**config.mk**
```make
export PLATFORM = sky130hd
export DESIGN_NAME = control_unit
export DESIGN_NICKNAME = d
export VERILOG_FILES = /design/src/rtl/control_unit.sv
export SDC_FILE = /design/constraint.sdc
export NUM_CORES = 1
export LEC_CHECK = 0
export ABC_CLOCK_PERIOD_IN_PS = 4900
export CORE_MARGIN = 10
export CORE_UTILIZATION = 29
export CTS_CLUSTER_SIZE = 25
export DETAILED_ROUTE_END_ITERATION = 8
export MAX_ROUTING_LAYER = met4
export PLACE_DENSITY = 0.57
export SLEW_MARGIN = 25
export SYNTH_ARGS = -nofsm -noshare
export SYNTH_HDL_FRONTEND = slang
export SYNTH_SLANG_ARGS = --single-unit
```
**constraint.sdc**
```tcl
create_clock -name clock_in -period 4.9 [get_ports clock_in]
set_input_delay 0.98 -clock clock_in [delete_from_list [all_inputs] [get_ports clock_in]]
set_output_delay 0.98 -clock clock_in [all_outputs]
set_load 0.01 [all_outputs]
```
**src/rtl/control_unit.sv**
```systemverilog
// Multi-cycle instruction sequencer. Fetches from program memory, decodes a 5-bit
// opcode and drives registered datapath strobes for one EXECUTE cycle per instruction.
module control_unit #(
  parameter int OPERAND_WIDTH = 11,
  parameter int DATA_WIDTH    = 16
) (
  input  logic                     clock_in,
  input  logic                     reset_in,
  input  logic [DATA_WIDTH-1:0]    instruction_in,
  input  logic                     flag_Z_in,
  input  logic                     flag_N_in,
  output logic [OPERAND_WIDTH-1:0] program_address_out,
  output logic [OPERAND_WIDTH-1:0] operand_out,
  output logic                     alu_op_out,
  output logic [1:0]               sel_A_out,
  output logic                     sel_B_out,
  output logic                     acc_wr_out,
  output logic                     acc_reset_out,
  output logic                     status_wr_out,
  output logic                     status_reset_out,
  output logic                     data_memory_wr_out,
  output logic                     halted_out
);

  localparam int OPCODE_W = DATA_WIDTH - OPERAND_WIDTH;

  localparam logic [OPCODE_W-1:0] OP_HLT  = OPCODE_W'(0);
  localparam logic [OPCODE_W-1:0] OP_STO  = OPCODE_W'(1);
  localparam logic [OPCODE_W-1:0] OP_LD   = OPCODE_W'(2);
  localparam logic [OPCODE_W-1:0] OP_LDI  = OPCODE_W'(3);
  localparam logic [OPCODE_W-1:0] OP_ADD  = OPCODE_W'(4);
  localparam logic [OPCODE_W-1:0] OP_ADDI = OPCODE_W'(5);
  localparam logic [OPCODE_W-1:0] OP_SUB  = OPCODE_W'(6);
  localparam logic [OPCODE_W-1:0] OP_SUBI = OPCODE_W'(7);
  localparam logic [OPCODE_W-1:0] OP_BEQ  = OPCODE_W'(8);
  localparam logic [OPCODE_W-1:0] OP_BNE  = OPCODE_W'(9);
  localparam logic [OPCODE_W-1:0] OP_BGT  = OPCODE_W'(10);
  localparam logic [OPCODE_W-1:0] OP_BLT  = OPCODE_W'(11);
  localparam logic [OPCODE_W-1:0] OP_JMP  = OPCODE_W'(12);

  typedef enum logic [2:0] {
    S_FETCH,
    S_DECODE,
    S_MEM_WAIT,
    S_EXECUTE,
    S_HALT
  } state_t;

  typedef struct packed {
    logic       alu_op;
    logic [1:0] sel_a;
    logic       sel_b;
    logic       acc_wr;
    logic       status_wr;
    logic       dmem_wr;
  } ctrl_t;

  state_t                   state;
  logic [OPERAND_WIDTH-1:0] pc;
  logic [DATA_WIDTH-1:0]    ir;
  ctrl_t                    ctrl_q;
  logic                     halted_q;

  logic [OPCODE_W-1:0] opcode_in;
  logic [OPCODE_W-1:0] ir_op;

  assign opcode_in = instruction_in[DATA_WIDTH-1:OPERAND_WIDTH];
  assign ir_op     = ir[DATA_WIDTH-1:OPERAND_WIDTH];

  function automatic ctrl_t decode_ctrl(input logic [OPCODE_W-1:0] op);
    ctrl_t c;
    c = '0;
    case (op)
      OP_STO:  c.dmem_wr = 1'b1;
      OP_LD:   begin c.acc_wr = 1'b1; c.status_wr = 1'b1; c.sel_a = 2'b01; end
      OP_LDI:  begin c.acc_wr = 1'b1; c.status_wr = 1'b1; c.sel_a = 2'b10; end
      OP_ADD:  begin c.acc_wr = 1'b1; c.status_wr = 1'b1; end
      OP_ADDI: begin c.acc_wr = 1'b1; c.status_wr = 1'b1; c.sel_b = 1'b1; end
      OP_SUB:  begin c.acc_wr = 1'b1; c.status_wr = 1'b1; c.alu_op = 1'b1; end
      OP_SUBI: begin c.acc_wr = 1'b1; c.status_wr = 1'b1; c.alu_op = 1'b1; c.sel_b = 1'b1; end
      default: c = '0;
    endcase
    return c;
  endfunction

  // Only these opcodes read data memory, which needs an extra cycle of address setup.
  function automatic logic needs_mem(input logic [OPCODE_W-1:0] op);
    return (op == OP_LD) || (op == OP_ADD) || (op == OP_SUB);
  endfunction

  function automatic logic branch_taken(input logic [OPCODE_W-1:0] op,
                                        input logic z, input logic n);
    logic t;
    case (op)
      OP_BEQ:  t = z;
      OP_BNE:  t = ~z;
      OP_BGT:  t = ~z & ~n;
      OP_BLT:  t = n;
      OP_JMP:  t = 1'b1;
      default: t = 1'b0;
    endcase
    return t;
  endfunction

  always_ff @(posedge clock_in) begin
    if (reset_in) begin
      state    <= S_FETCH;
      pc       <= '0;
      ir       <= '0;
      ctrl_q   <= '0;
      halted_q <= 1'b0;
    end else begin
      case (state)
        S_FETCH: state <= S_DECODE;
        S_DECODE: begin
          ir <= instruction_in;
          if (opcode_in == OP_HLT) begin
            state    <= S_HALT;
            halted_q <= 1'b1;
          end else if (needs_mem(opcode_in)) begin
            state <= S_MEM_WAIT;
          end else begin
            state  <= S_EXECUTE;
            ctrl_q <= decode_ctrl(opcode_in);
          end
        end
        S_MEM_WAIT: begin
          state  <= S_EXECUTE;
          ctrl_q <= decode_ctrl(ir_op);
        end
        S_EXECUTE: begin
          state  <= S_FETCH;
          ctrl_q <= '0;
          if (branch_taken(ir_op, flag_Z_in, flag_N_in))
            pc <= ir[OPERAND_WIDTH-1:0];
          else
            pc <= pc + OPERAND_WIDTH'(1);
        end
        S_HALT:  state <= S_HALT;
        default: state <= S_FETCH;
      endcase
    end
  end

  // Reset masks every registered strobe immediately so an aborted EXECUTE writes nothing.
  assign program_address_out = pc;
  assign operand_out         = ir[OPERAND_WIDTH-1:0];
  assign alu_op_out          = ctrl_q.alu_op & ~reset_in;
  assign sel_A_out           = ctrl_q.sel_a & {2{~reset_in}};
  assign sel_B_out           = ctrl_q.sel_b & ~reset_in;
  assign acc_wr_out          = ctrl_q.acc_wr & ~reset_in;
  assign status_wr_out       = ctrl_q.status_wr & ~reset_in;
  assign data_memory_wr_out  = ctrl_q.dmem_wr & ~reset_in;
  assign halted_out          = halted_q & ~reset_in;
  assign acc_reset_out       = reset_in;
  assign status_reset_out    = reset_in;

endmodule

```
# Word-level counts from Yosys, hierarchy flattened
# Index checks and enable logic that the tools add are counted.
# word_totals
mem_bits_rw	0
n_memories	0
inputBits	20
ff_bits	38
romBits	0
output_inout_bits	32
latch_bits	0
# classes
n_reduce_logical	13
order_cmp	0
multipliers	0
n_bitwise	11
add_sub_neg	1
div	0
n_shift	0
muxes	20
n_eq_ne	25
# op_table
cell	count
equality test 5 x 3 -> 1 bit, second input constant	8
equality test 5 x 4 -> 1 bit, second input constant	5
case mux 7 bit (3 select lines)	1
equality test 5 x 2 -> 1 bit, second input constant	4
two-way mux 7 bit	2
case mux 3 bit (4 select lines)	1
OR reduction 6 bit	2
adder 11 x 1 -> 11 bit, second input constant	1
two-way mux 11 bit	1
equality test 5 x 1 -> 1 bit, second input constant	2
two-way mux 1 bit	9
case mux 2 bit (2 select lines)	2
OR reduction 2 bit	4
AND 1 bit	7
equality test 3 x 2 -> 1 bit, second input constant	2
logical NOT 5 bit	1
case mux 1 bit (5 select lines)	1
two-way mux 2 bit	2
!= test 2 bit, second input constant	2
equality test 3 x 1 -> 1 bit, second input constant	1
equality test 3 bit, second input constant	1
logical NOT 3 bit	1
two-way mux 3 bit	1
NOT 1 bit	3
5 further kinds	6

# Longest topological paths before layout
# Gate-level depths: netlist of run 1.
# logic_depth
word_depth	6
ltp_mapped	7
depth_no_buf	6

# Worst setup path before layout of run 1
# No wires, ideal clock.
# synth_path
path_type	input to output
start	in reset_in
end	out status_wr_out
arrival_ns	1.511
path_slack_ns	2.409
t_required_ns	3.920
n_path_buf	2
cell_stages	3
cell_sequence	buf_4 -> nor2b_1 -> buf_4
# synth_between
elab_chain_len	2
# synth_rtl
element	line	source
from (decl)	8	input logic reset_in,
NOT 1 bit	152	assign status_wr_out = ctrl_q.status_wr & ~reset_in;
AND 1 bit	152	
to (decl)	19	output logic status_wr_out,
# Every way passes these cells.

# Final worst setup path of run 1
# layout_path
start	in reset_in
end	out acc_wr_out
# layout_between
elab_chain_len	2
# layout_rtl
element	line	source
NOT 1 bit	151	assign acc_wr_out = ctrl_q.acc_wr & ~reset_in;
AND 1 bit	151	
to (decl)	17	output logic acc_wr_out,
# Every way passes these cells.

==> impl_metrics.csv, run 1 <==
group,metric,value,unit
route,drtIter0Drc,90,
clock_tree,worst_setup_hold_path_clk_slew,0.07,ns
flow_run,max-cap-violations,0,
floorplanning,floorplan.initialDensity,29.6,%
grt,pin_count_of_the_biggest_net_entering_global_routing,23,
yosys,avgSynthCellArea,7.73,um2
floorplanning,core_area,6720,um2
clock_tree,insertion_delay,0.29,ns
clock_tree,postCtsSetupRepairBufs,0,
setup_path,critical_path.startpoint_type,"primary input",
sta,worst-slew-pin-transition,0.817,ns
sta,setup-violations-final,0,
grt,grt_util_all_layers,10.4,%
yosys,synth_seq_cells,37,
hold_path,depth_of_the_worst_hold_timing_path,2,
yosys,ys.warnings.count,0,
clock_tree,cts.hold.buffers_added,0,
yosys,synth.lib_cells_used.distinct,39,
sta,final_min_period_over_clock_period,74.5,%
yosys,post_synth_main_area_contributors,"sky130_fd_sc_hd__dfxtp_1, sky130_fd_sc_hd__nand2_1, sky130_fd_sc_hd__buf_4",
setup_path,cp.depth,3,
floorplanning,io-pin-count,52,
floorplanning,die_area,10600,um2
clock_tree,clkSinkCount,37,
floorplanning,dieHeight,103,um
placed_design,routabilityCongestion,0.709,
hold_path,worst_hold_path_type,"reg2reg",
clock_tree,post_cts_resize_count,0,
clock_tree,cts_tree,"built",
route,wl,5.14,mm
clock_tree,level_count_of_the_clock_h_tree,2,
route,remaining_drcs,0,
route,routed_wl_per_cell,14.1,um
setup_path,number_of_buffer_and_inverter_instances_along_the_worst_setup_path,2,
floorplanning,placementRows,30,
setup_path,timing.critical_path.slowest_stage_cell,"sky130_fd_sc_hd__clkdlybuf4s50_1",
yosys,ys_seq_area_share,37.3,%
power,worst_case_vdd_ir_drop,0.0877,mV
setup_path,worstPathMaxFanout,22,
setup_path,crit_top_cell,"sky130_fd_sc_hd__clkdlybuf4s50_1",
placed_design,hpwl,3.85,mm
setup_path,ff2ff_path_depth,4,
yosys,synthesis.area,1990,um2
setup_path,cp.arrival,2.67,ns
yosys,area_leader_netlist,"sky130_fd_sc_hd__dfxtp_1",
yosys,syn_nets,278,
sta,tns,0,ns
clock_tree,cts.root.buffer_cell,"sky130_fd_sc_hd__clkbuf_8",
layout,area_grow_syn2layout,25.1,%
power,power_per_cell_area,271,nW/um2
setup_path,timing.critical_path.max_delay_family,"buffers and inverters",
yosys,syn_inst_count,257,
setup_path,worst_setup_path_end_kind,"output port",
setup_path,crit_chain,"clkdlybuf4s50_1 -> nor2b_1 -> clkdlybuf4s50_1",
layout,layout.cells.most_common,"sky130_fd_sc_hd__clkdlybuf4s50_1",
grt,grt_antenna_before_repair,0,
route,dr_total_vias,1836,
setup_path,required_time_of_the_critical_path,3.92,ns
route,antenna_left,0,
sta,slew_violations,0,
yosys,synth_top_area_share,37.3,%
layout,numnets_final,306,
layout,most-common-layout-cells,"sky130_fd_sc_hd__clkdlybuf4s50_1, sky130_fd_sc_hd__nand2_1, sky130_fd_sc_hd__dfxtp_1",
route,detailedRoute.firstPassIterationCount,4,
sta,finalWorstSetupSlack,1.25,ns
power,power.leakage,0.779,nW
outcome,run_status,"completed",
layout,drive_gt1_share,6.64,%
sta,post_route_minimum_period,3.65,ns
sta,rsz0062_at_grt,"false",
clock_tree,cts-root-to-sink-buffers,2,
setup_path,timing.setup.critical_path_class,"in2out",
grt,number_of_global_route_vias_before_repair,1823,
sta,relSlewSlack,45.3,%
placed_design,number_of_port_buffers,51,
floorplanning,chipWidth,103,um
sta,final_hold_viol_count,0,
clock_tree,cts_inserted_buffers,5,
sta,fin_skew,0.00522,ns
grt,grt.overflow.total,0,
route,vias_per_cell,5.02,
placed_design,post-place-ws,1.20,ns
layout,insertedDiodeCount,0,
sta,max_freq,274,MHz
grt,grt_pass1_wl,8.65,mm
setup_path,critPathMaxStageDelay,0.81,ns
## synthesized netlist by cell type, drive strengths merged
library cell / count
or4b: 1
nor3b: 3
o21ai: 13
nand3b: 1
a2bb2oi: 1
ha: 1
nor4: 4
a21oi: 22
nand4b: 2
a311oi: 4
or4: 2
and2: 5
nand2b: 3
or3: 4
dfxtp: 37
a32oi: 1
inv: 2
nand3: 19
nor2: 13
clkbuf: 8
buf: 24
nand4: 1
nor2b: 10
nor3: 14
or2: 1
o21a: 1
a31o: 1
nand2: 47
a31oi: 11
a211oi: 1
## tightest hold or removal path, delay by kind of cell (launching register included)
family	cells	cell delay, ns
flip-flops	1	0.32
AND/OR/NAND/NOR	1	0.07
AO/OA/AOI/OAI	1	0.04
## registers in the layout, summed over array words and instances (netlist names)
signal	count
ir	16
program_address_out	11
ctrl_q	6
state	3
halted_q	1
## cells by family (layout without fill, tap and decap cells)
logic type               Yosys count  count (layout)  synth area share [%]
AND/OR/NAND/NOR                  130             130                  34.0
AO/OA/AOI/OAI                     55              55                  16.9
flip-flops                        37              37                  37.3
buffers and inverters             34              63                  11.2
adder cells (fa/ha/maj)            1               1                 0.630
## final cells by class
class / instances / area (um2)
timing repair buffer: 53 / 526
multi-input combinational: 186 / 1030
clock buffer: 8 / 80.1
tap: 80 / 100
inverter: 2 / 7.51
sequential: 37 / 741
fill: 701 / 4240
## per-stage QoR
step | hold WS (ns) | instance area, um2 | cells | util, % | power [mW]
2_1_floorplan | 0.429 | 1990 | 257 | - | 0.428
3_3_place_gp | 0.462 | 2400 | 358 | 35.7 | 0.475
3_5_place_dp | 0.455 | 2400 | 358 | 35.7 | 0.476
4_1_cts | 0.474 | 2480 | 366 | 36.9 | 0.683
5_1_grt | 0.501 | 2480 | 366 | 37.0 | 0.712
6_report | 0.465 | 2480 | 366 | 37.0 | 0.673
## report_power, final
part	internal, mW	switching [mW]	total, mW	leakage, nW
Clock	0.101	0.105	0.206	0.0395
Sequential	0.320	0.0204	0.340	0.302
Combinational	0.0622	0.0650	0.127	0.437
Total	0.483	0.190	0.673	0.779
## metal layers
| metal | GRT usage (%) | share of wire, % |
|---|---|---|
| met5 | - | 0 |
| met2 | 17.1 | 49 |
| met1 | 12.2 | 45 |
| met4 | 3.96 | 1.7 |
| met3 | 2.21 | 4.5 |
## path summary, 6_finish.rpt
kind / slack, ns / endpoint / from
worst max-delay path: 1.25 / acc_wr_out / reset_in
worst min-delay path: 0.46 / halted_q$_SDFFE_PP0P_ / halted_q$_SDFFE_PP0P_
worst max register to register: 2.84 / program_address_out[10]$_SDFFE_PP0N_ / state[1]$_SDFF_PP0_
worst min register to register: 0.46 / halted_q$_SDFFE_PP0P_ / halted_q$_SDFFE_PP0P_
(Power assumes the default switching activity.)
==> inputs of run 2 (changes only) <==
--- a/config.mk
+++ b/config.mk
@@ -5,13 +5,13 @@
 export SDC_FILE = /design/constraint.sdc
 export NUM_CORES = 1
 export LEC_CHECK = 0
-export ABC_CLOCK_PERIOD_IN_PS = 4900
+export ABC_CLOCK_PERIOD_IN_PS = 3300
 export CORE_MARGIN = 10
 export CORE_UTILIZATION = 29
 export CTS_CLUSTER_SIZE = 25
 export DETAILED_ROUTE_END_ITERATION = 8
 export MAX_ROUTING_LAYER = met4
-export PLACE_DENSITY = 0.57
+export PLACE_DENSITY = 0.59
 export SLEW_MARGIN = 25
 export SYNTH_ARGS = -nofsm -noshare
 export SYNTH_HDL_FRONTEND = slang
==> constraint.sdc (replaced) <==
create_clock -name clock_in -period 3.3 [get_ports clock_in]
set_input_delay 0.66 -clock clock_in [delete_from_list [all_inputs] [get_ports clock_in]]
set_output_delay 0.66 -clock clock_in [all_outputs]
set_load 0.01 [all_outputs]
==> run 2 against run 1 <==
  * Sequential cell count did not move
  * Utilization barely moved
  * Final area barely moved
  * Largest power group unchanged
==> impl_metrics.csv, run 2 (synthesis gave the netlist of run 1 again) <==
group,metric,value,unit
grt,gr-max-usage-layer,"met2",
setup_path,crit-reg2reg-launch,"state[1]$_SDFF_PP0_",
layout,area_grow_syn2layout,25.0,%
grt,met2_capacity_usage_during_global_routing,16.3,%
power,worst_case_vdd_ir_drop,0.196,mV
setup_path,worstPathMaxFanout,14,
floorplanning,dieHeight,103,um
flow_run,max-cap-violations,0,
grt,number_of_global_route_vias_before_repair,1734,
grt,grt.met1_usage,13.1,%
grt,grt_antenna_before_repair,0,
clock_tree,worst_setup_hold_path_clk_slew,0.07,ns
route,vias_per_cell,5.08,
grt,grt_util_all_layers,10.5,%
clock_tree,post_cts_resize_count,0,
hold_path,worst_hold_startpoint,"ir[2]$_SDFFE_PP0N_",
route,routed_wl_per_cell,14.7,um
clock_tree,cts_tree,"built",
setup_path,timing.setup.critical_path_class,"in2out",
sta,relSlewSlack,50.3,%
power,intPower,0.712,mW
sta,worst-slew-pin-transition,0.744,ns
power,switching_power,0.300,mW
hold_path,min_delay_worst_endpoint,"ir[2]$_SDFFE_PP0N_",
sta,post_route_minimum_period,2.81,ns
layout,fin_util,36.9,%
floorplanning,chipWidth,103,um
clock_tree,cts_inserted_buffers,5,
setup_path,critPathMaxStageDelay,0.68,ns
setup_path,timing.rr.end,"program_address_out[10]$_SDFFE_PP0N_",
layout,numnets_final,305,
layout,fin_area,2480,um2
setup_path,timing.critical_path.slowest_stage_cell,"sky130_fd_sc_hd__clkdlybuf4s50_1",
setup_path,cp.arrival,2.15,ns
setup_path,crit_chain,"clkdlybuf4s50_1 -> nor2b_1 -> clkdlybuf4s50_1",
placed_design,detailed_place.area,2390,um2
sta,tns,0,ns
setup_path,critical_path.startpoint_type,"primary input",
sta,max_freq,355,MHz
sta,final_min_period_over_clock_period,85.3,%
clock_tree,level_count_of_the_clock_h_tree,2,
floorplanning,io-pin-count,52,
sta,setup-violations-final,0,
power,comb_power_share,18.8,%
layout,insertedDiodeCount,0,
outcome,run_status,"completed",
sta,finalWorstSetupSlack,0.486,ns
floorplanning,floorplan.initialDensity,29.6,%
grt,pin_count_of_the_biggest_net_entering_global_routing,34,
power,power_per_cell_area,408,nW/um2
sta,final_hold_viol_count,0,
clock_tree,clkSinkCount,37,
grt,met3_grt_util,1.81,%
setup_path,crit_top_cell,"sky130_fd_sc_hd__clkdlybuf4s50_1",
power,total_power,1.01,mW
layout,most-common-layout-cells,"sky130_fd_sc_hd__clkdlybuf4s50_1, sky130_fd_sc_hd__nand2_1, sky130_fd_sc_hd__dfxtp_1",
power,power.leakage,0.778,nW
setup_path,ff2ff_path_depth,4,
route,dr_total_vias,1853,
route,drtIter0Drc,154,
sta,slew_violations,0,
layout,multi_input_area,1030,um2
clock_tree,postCtsSetupRepairBufs,0,
layout,largest_register_ffs,16,
setup_path,number_of_buffer_and_inverter_instances_along_the_worst_setup_path,2,
route,wl,5.36,mm
floorplanning,die_area,10600,um2
placed_design,number_of_port_buffers,51,
power,power.clock.fraction,31.1,%
clock_tree,insertion_delay,0.29,ns
hold_path,depth_of_the_worst_hold_timing_path,2,
floorplanning,core_area,6720,um2
clock_tree,cts-root-to-sink-buffers,2,
layout,seq_area,741,um2
sta,fin_skew,0.00862,ns
clock_tree,cts.hold.buffers_added,0,
placed_design,post-place-ws,0.474,ns
power,switching_power_share_of_the_total,29.6,%
setup_path,required_time_of_the_critical_path,2.64,ns
layout,n_fill_cell,687,
floorplanning,placementRows,30,
hold_path,worst_hold_path_type,"reg2reg",
route,remaining_drcs,0,
route,detailedRoute.firstPassIterationCount,4,
placed_design,hpwl,3.80,mm
sta,rsz0062_at_grt,"false",
grt,grt_pass1_wl,8.64,mm
setup_path,worst-r2r-setup-slack,1.22,ns
layout,layout.cells.most_common,"sky130_fd_sc_hd__clkdlybuf4s50_1",
clock_tree,cts.root.buffer_cell,"sky130_fd_sc_hd__clkbuf_8",
layout,registers.top_by_ff_count,"ir",
grt,grt.overflow.total,0,
route,antenna_left,0,
layout,drive_gt1_share,7.37,%
placed_design,routabilityCongestion,0.769,
setup_path,timing.critical_path.max_delay_family,"buffers and inverters",
setup_path,worst_setup_path_end_kind,"output port",
power,sequentialPowerShare,50.1,%
[run 2: cell types whose count changed in the layout (fill, tap and decap cells not counted)]
cell                         delta
sky130_fd_sc_hd__buf_4          -1
sky130_fd_sc_hd__clkinv_2       +2
sky130_fd_sc_hd__clkbuf_1       -3
sky130_fd_sc_hd__clkinvlp_4     +1
[run 2: metal layers]
layer	vias to the layer above	share of wire, %
met5	-	0
met4	0	1.4
met3	6	3.7
met2	32	46
met1	871	49
li1	944	-
[run 2: layout make-up]
type | instances | area share, %
clock buffer | 5 | 2.77
clock inverter | 3 | 0.706
inverter | 2 | 0.302
multi-input combinational | 186 | 41.5
sequential | 37 | 29.8
tap | 80 | 4.03
timing repair buffer | 52 | 20.9
[run 2: how the worst max path moves through the flow]
stage	from	endpoint	slack, ns	cells past startpoint
floorplan	flag_N_in	program_address_out[1]$_SDFFE_PP0N_	1.40	5
global placement	reset_in	status_wr_out	0.48	3
detailed placement	reset_in	acc_wr_out	0.47	3
CTS	reset_in	acc_wr_out	0.47	3
global route	reset_in	acc_wr_out	0.34	3
finish	reset_in	acc_wr_out	0.49	3
[run 2: worst register-to-register path, stage by stage (launching register included)]
cell	delay (ns)
sky130_fd_sc_hd__dfxtp_1	0.54
sky130_fd_sc_hd__nor2b_1	0.23
sky130_fd_sc_hd__nand2_1	0.46
sky130_fd_sc_hd__or4_1	0.63
sky130_fd_sc_hd__a31oi_1	0.16
[run 2: power groups by stage]
stage                     Clock, mW  Sequential (mW)  Combinational, mW
after detailed placement          0            0.516              0.190
after CTS                     0.326            0.506              0.191
after global routing          0.344            0.513              0.210
after global placement            0            0.516              0.188
after floorplan                   0            0.504              0.131
final                         0.315            0.507              0.190
[run 2: through the flow]
step / std cells / hold WS [ns]
floorplan: 257 / 0.429
global placement: 357 / 0.443
detailed placement: 357 / 0.468
CTS: 365 / 0.481
global route: 365 / 0.504
finish: 365 / 0.476
==> inputs of run 3 (changes only) <==
--- a/config.mk
+++ b/config.mk
@@ -10,9 +10,12 @@
 export CORE_UTILIZATION = 29
 export CTS_CLUSTER_SIZE = 25
 export DETAILED_ROUTE_END_ITERATION = 8
+export GPL_ROUTABILITY_DRIVEN = 0
 export MAX_ROUTING_LAYER = met4
 export PLACE_DENSITY = 0.59
+export RECOVER_POWER = 25
 export SLEW_MARGIN = 25
 export SYNTH_ARGS = -nofsm -noshare
 export SYNTH_HDL_FRONTEND = slang
 export SYNTH_SLANG_ARGS = --single-unit
+export TNS_END_PERCENT = 10
==> run 3 against run 2 <==
  * The run now ends with capacitance limit, slew limit left
  * Final area down 0.15%
  * Sequential cell count unchanged
  * First-iteration DRC count shrank 1.9%
  * Combinational power about the same
  * Die area unchanged
  * Largest power group unchanged
==> impl_metrics.csv, run 3 (synthesis gave the netlist of run 1 again) <==
group,metric,value,unit
outcome,run_status,"finished, violations left",
outcome,violations,"capacitance limit, slew limit",
setup_path,worstPathMaxFanout,14,
layout,drive_gt1_share,7.02,%
placed_design,post-place-ws,0.474,ns
layout,area_grow_syn2layout,24.8,%
power,worst_case_vdd_ir_drop,0.196,mV
layout,numnets_final,305,
power,power.leakage,0.795,nW
route,remaining_drcs,0,
hold_path,worst_hold_path_type,"reg2reg",
placed_design,number_of_port_buffers,51,
setup_path,critPathMaxStageDelay,0.88,ns
sta,relSlewSlack,-7.14,%
sta,max_freq,351,MHz
layout,fin_util,36.9,%
setup_path,worst-r2r-setup-slack,1.20,ns
clock_tree,post_cts_resize_count,0,
sta,fin_skew,0.00863,ns
power,total_power,1.01,mW
sta,setup-violations-final,0,
route,drtIter0Drc,151,
sta,finalWorstSetupSlack,0.454,ns
power,power.clock.fraction,31.2,%
layout,largest_register_ffs,16,
floorplanning,placementRows,30,
sta,final_hold_viol_count,0,
setup_path,required_time_of_the_critical_path,2.64,ns
grt,pin_count_of_the_biggest_net_entering_global_routing,34,
sta,rsz0062_at_grt,"false",
route,vias_per_cell,5.08,
clock_tree,insertion_delay,0.29,ns
sta,worst-slew-pin-transition,1.61,ns
placed_design,detailed_place.area,2390,um2
placed_design,dpl.cell_count,357,
grt,grt.overflow.total,0,
clock_tree,level_count_of_the_clock_h_tree,2,
power,switching_power_share_of_the_total,29.7,%
route,routed_wl_per_cell,14.7,um
layout,multi_input_area,1030,um2
sta,post_route_minimum_period,2.85,ns
power,switching_power,0.299,mW
clock_tree,cts-root-to-sink-buffers,2,
floorplanning,core_area,6720,um2
setup_path,timing.critical_path.slowest_stage_cell,"sky130_fd_sc_hd__dlygate4sd3_1",
clock_tree,cts.root.buffer_cell,"sky130_fd_sc_hd__clkbuf_8",
layout,insertedDiodeCount,0,
floorplanning,floorplan.initialDensity,29.6,%
flow_run,max-cap-violations,1,
clock_tree,worst_setup_hold_path_clk_slew,0.07,ns
setup_path,worst_setup_path_end_kind,"output port",
placed_design,hpwl,3.80,mm
sta,slew_violations,34,
grt,number_of_global_route_vias_before_repair,1734,
power,intPower,0.710,mW
floorplanning,chipWidth,103,um
clock_tree,cts.hold.buffers_added,0,
clock_tree,postCtsSetupRepairBufs,0,
floorplanning,dieHeight,103,um
clock_tree,clkSinkCount,37,
setup_path,critical_path.startpoint_type,"primary input",
floorplanning,io-pin-count,52,
route,antenna_left,0,
setup_path,number_of_buffer_and_inverter_instances_along_the_worst_setup_path,2,
power,sequentialPowerShare,50.2,%
setup_path,timing.setup.critical_path_class,"in2out",
route,wl,5.36,mm
sta,tns,0,ns
route,dr_total_vias,1856,
layout,registers.top_by_ff_count,"ir",
grt,grt_pass1_wl,8.64,mm
setup_path,timing.critical_path.max_delay_family,"buffers and inverters",
clock_tree,cts_tree,"built",
layout,final_cells,365,
sta,whs,0.472,ns
setup_path,crit_chain,"dlygate4sd3_1 -> clkdlybuf4s50_1",
power,comb_power_share,18.5,%
grt,grt_antenna_before_repair,0,
layout,fin_area,2480,um2
layout,n_fill_cell,689,
clock_tree,cts_inserted_buffers,5,
grt,grt_util_all_layers,10.5,%
sta,final_min_period_over_clock_period,86.2,%
layout,seq_area,741,um2
layout,most-common-layout-cells,"sky130_fd_sc_hd__nand2_1, sky130_fd_sc_hd__clkdlybuf4s50_1, sky130_fd_sc_hd__dfxtp_1",
setup_path,cp.arrival,2.19,ns
route,detailedRoute.firstPassIterationCount,4,
power,power_per_cell_area,407,nW/um2
layout,layout.cells.most_common,"sky130_fd_sc_hd__nand2_1",
floorplanning,die_area,10600,um2
## run 3: cell count changes in the layout (fill, tap and decap cells not counted)
cell | previous run | this run
sky130_fd_sc_hd__clkdlybuf4s50_1 | 51 | 43
sky130_fd_sc_hd__dlygate4sd3_1 | 0 | 8
sky130_fd_sc_hd__clkbuf_1 | 0 | 1
sky130_fd_sc_hd__buf_4 | 1 | 0
## run 3: path summary, 6_finish.rpt
check / cells past startpoint / startpoint / endpoint
worst min-delay path: 2 / ir[2]$_SDFFE_PP0N_ / ir[2]$_SDFFE_PP0N_
worst max register to register: 4 / state[1]$_SDFF_PP0_ / program_address_out[10]$_SDFFE_PP0N_
worst min register to register: 2 / ir[2]$_SDFFE_PP0N_ / ir[2]$_SDFFE_PP0N_
worst max-delay path: 2 / reset_in / status_reset_out
## run 3: cell type report
class | count | share of cell area, %
Clock buffer | 5 | 2.78
Tap cell | 80 | 4.04
Inverter | 2 | 0.303
Sequential cell | 37 | 29.9
Clock inverter | 3 | 0.707
Timing Repair Buffer | 52 | 20.7
Multi-Input combinational cell | 186 | 41.5
## run 3: power by group through the flow
stage               Sequential [mW]  Clock [mW]  Combinational, mW
floorplan                     0.504           0              0.131
global placement              0.516           0              0.188
detailed placement            0.516           0              0.190
CTS                           0.506       0.326              0.191
global route                  0.513       0.344              0.208
finish                        0.507       0.315              0.187
## run 3: layer usage
metal  GRT usage (%)  vias to the layer above  share of wire (%)
met5               -                        -                  0
met4            4.17                        0                1.4
met3            1.81                        6                3.8
met2            16.3                       34                 46
met1            13.1                      871                 49
li1                -                      945                  -
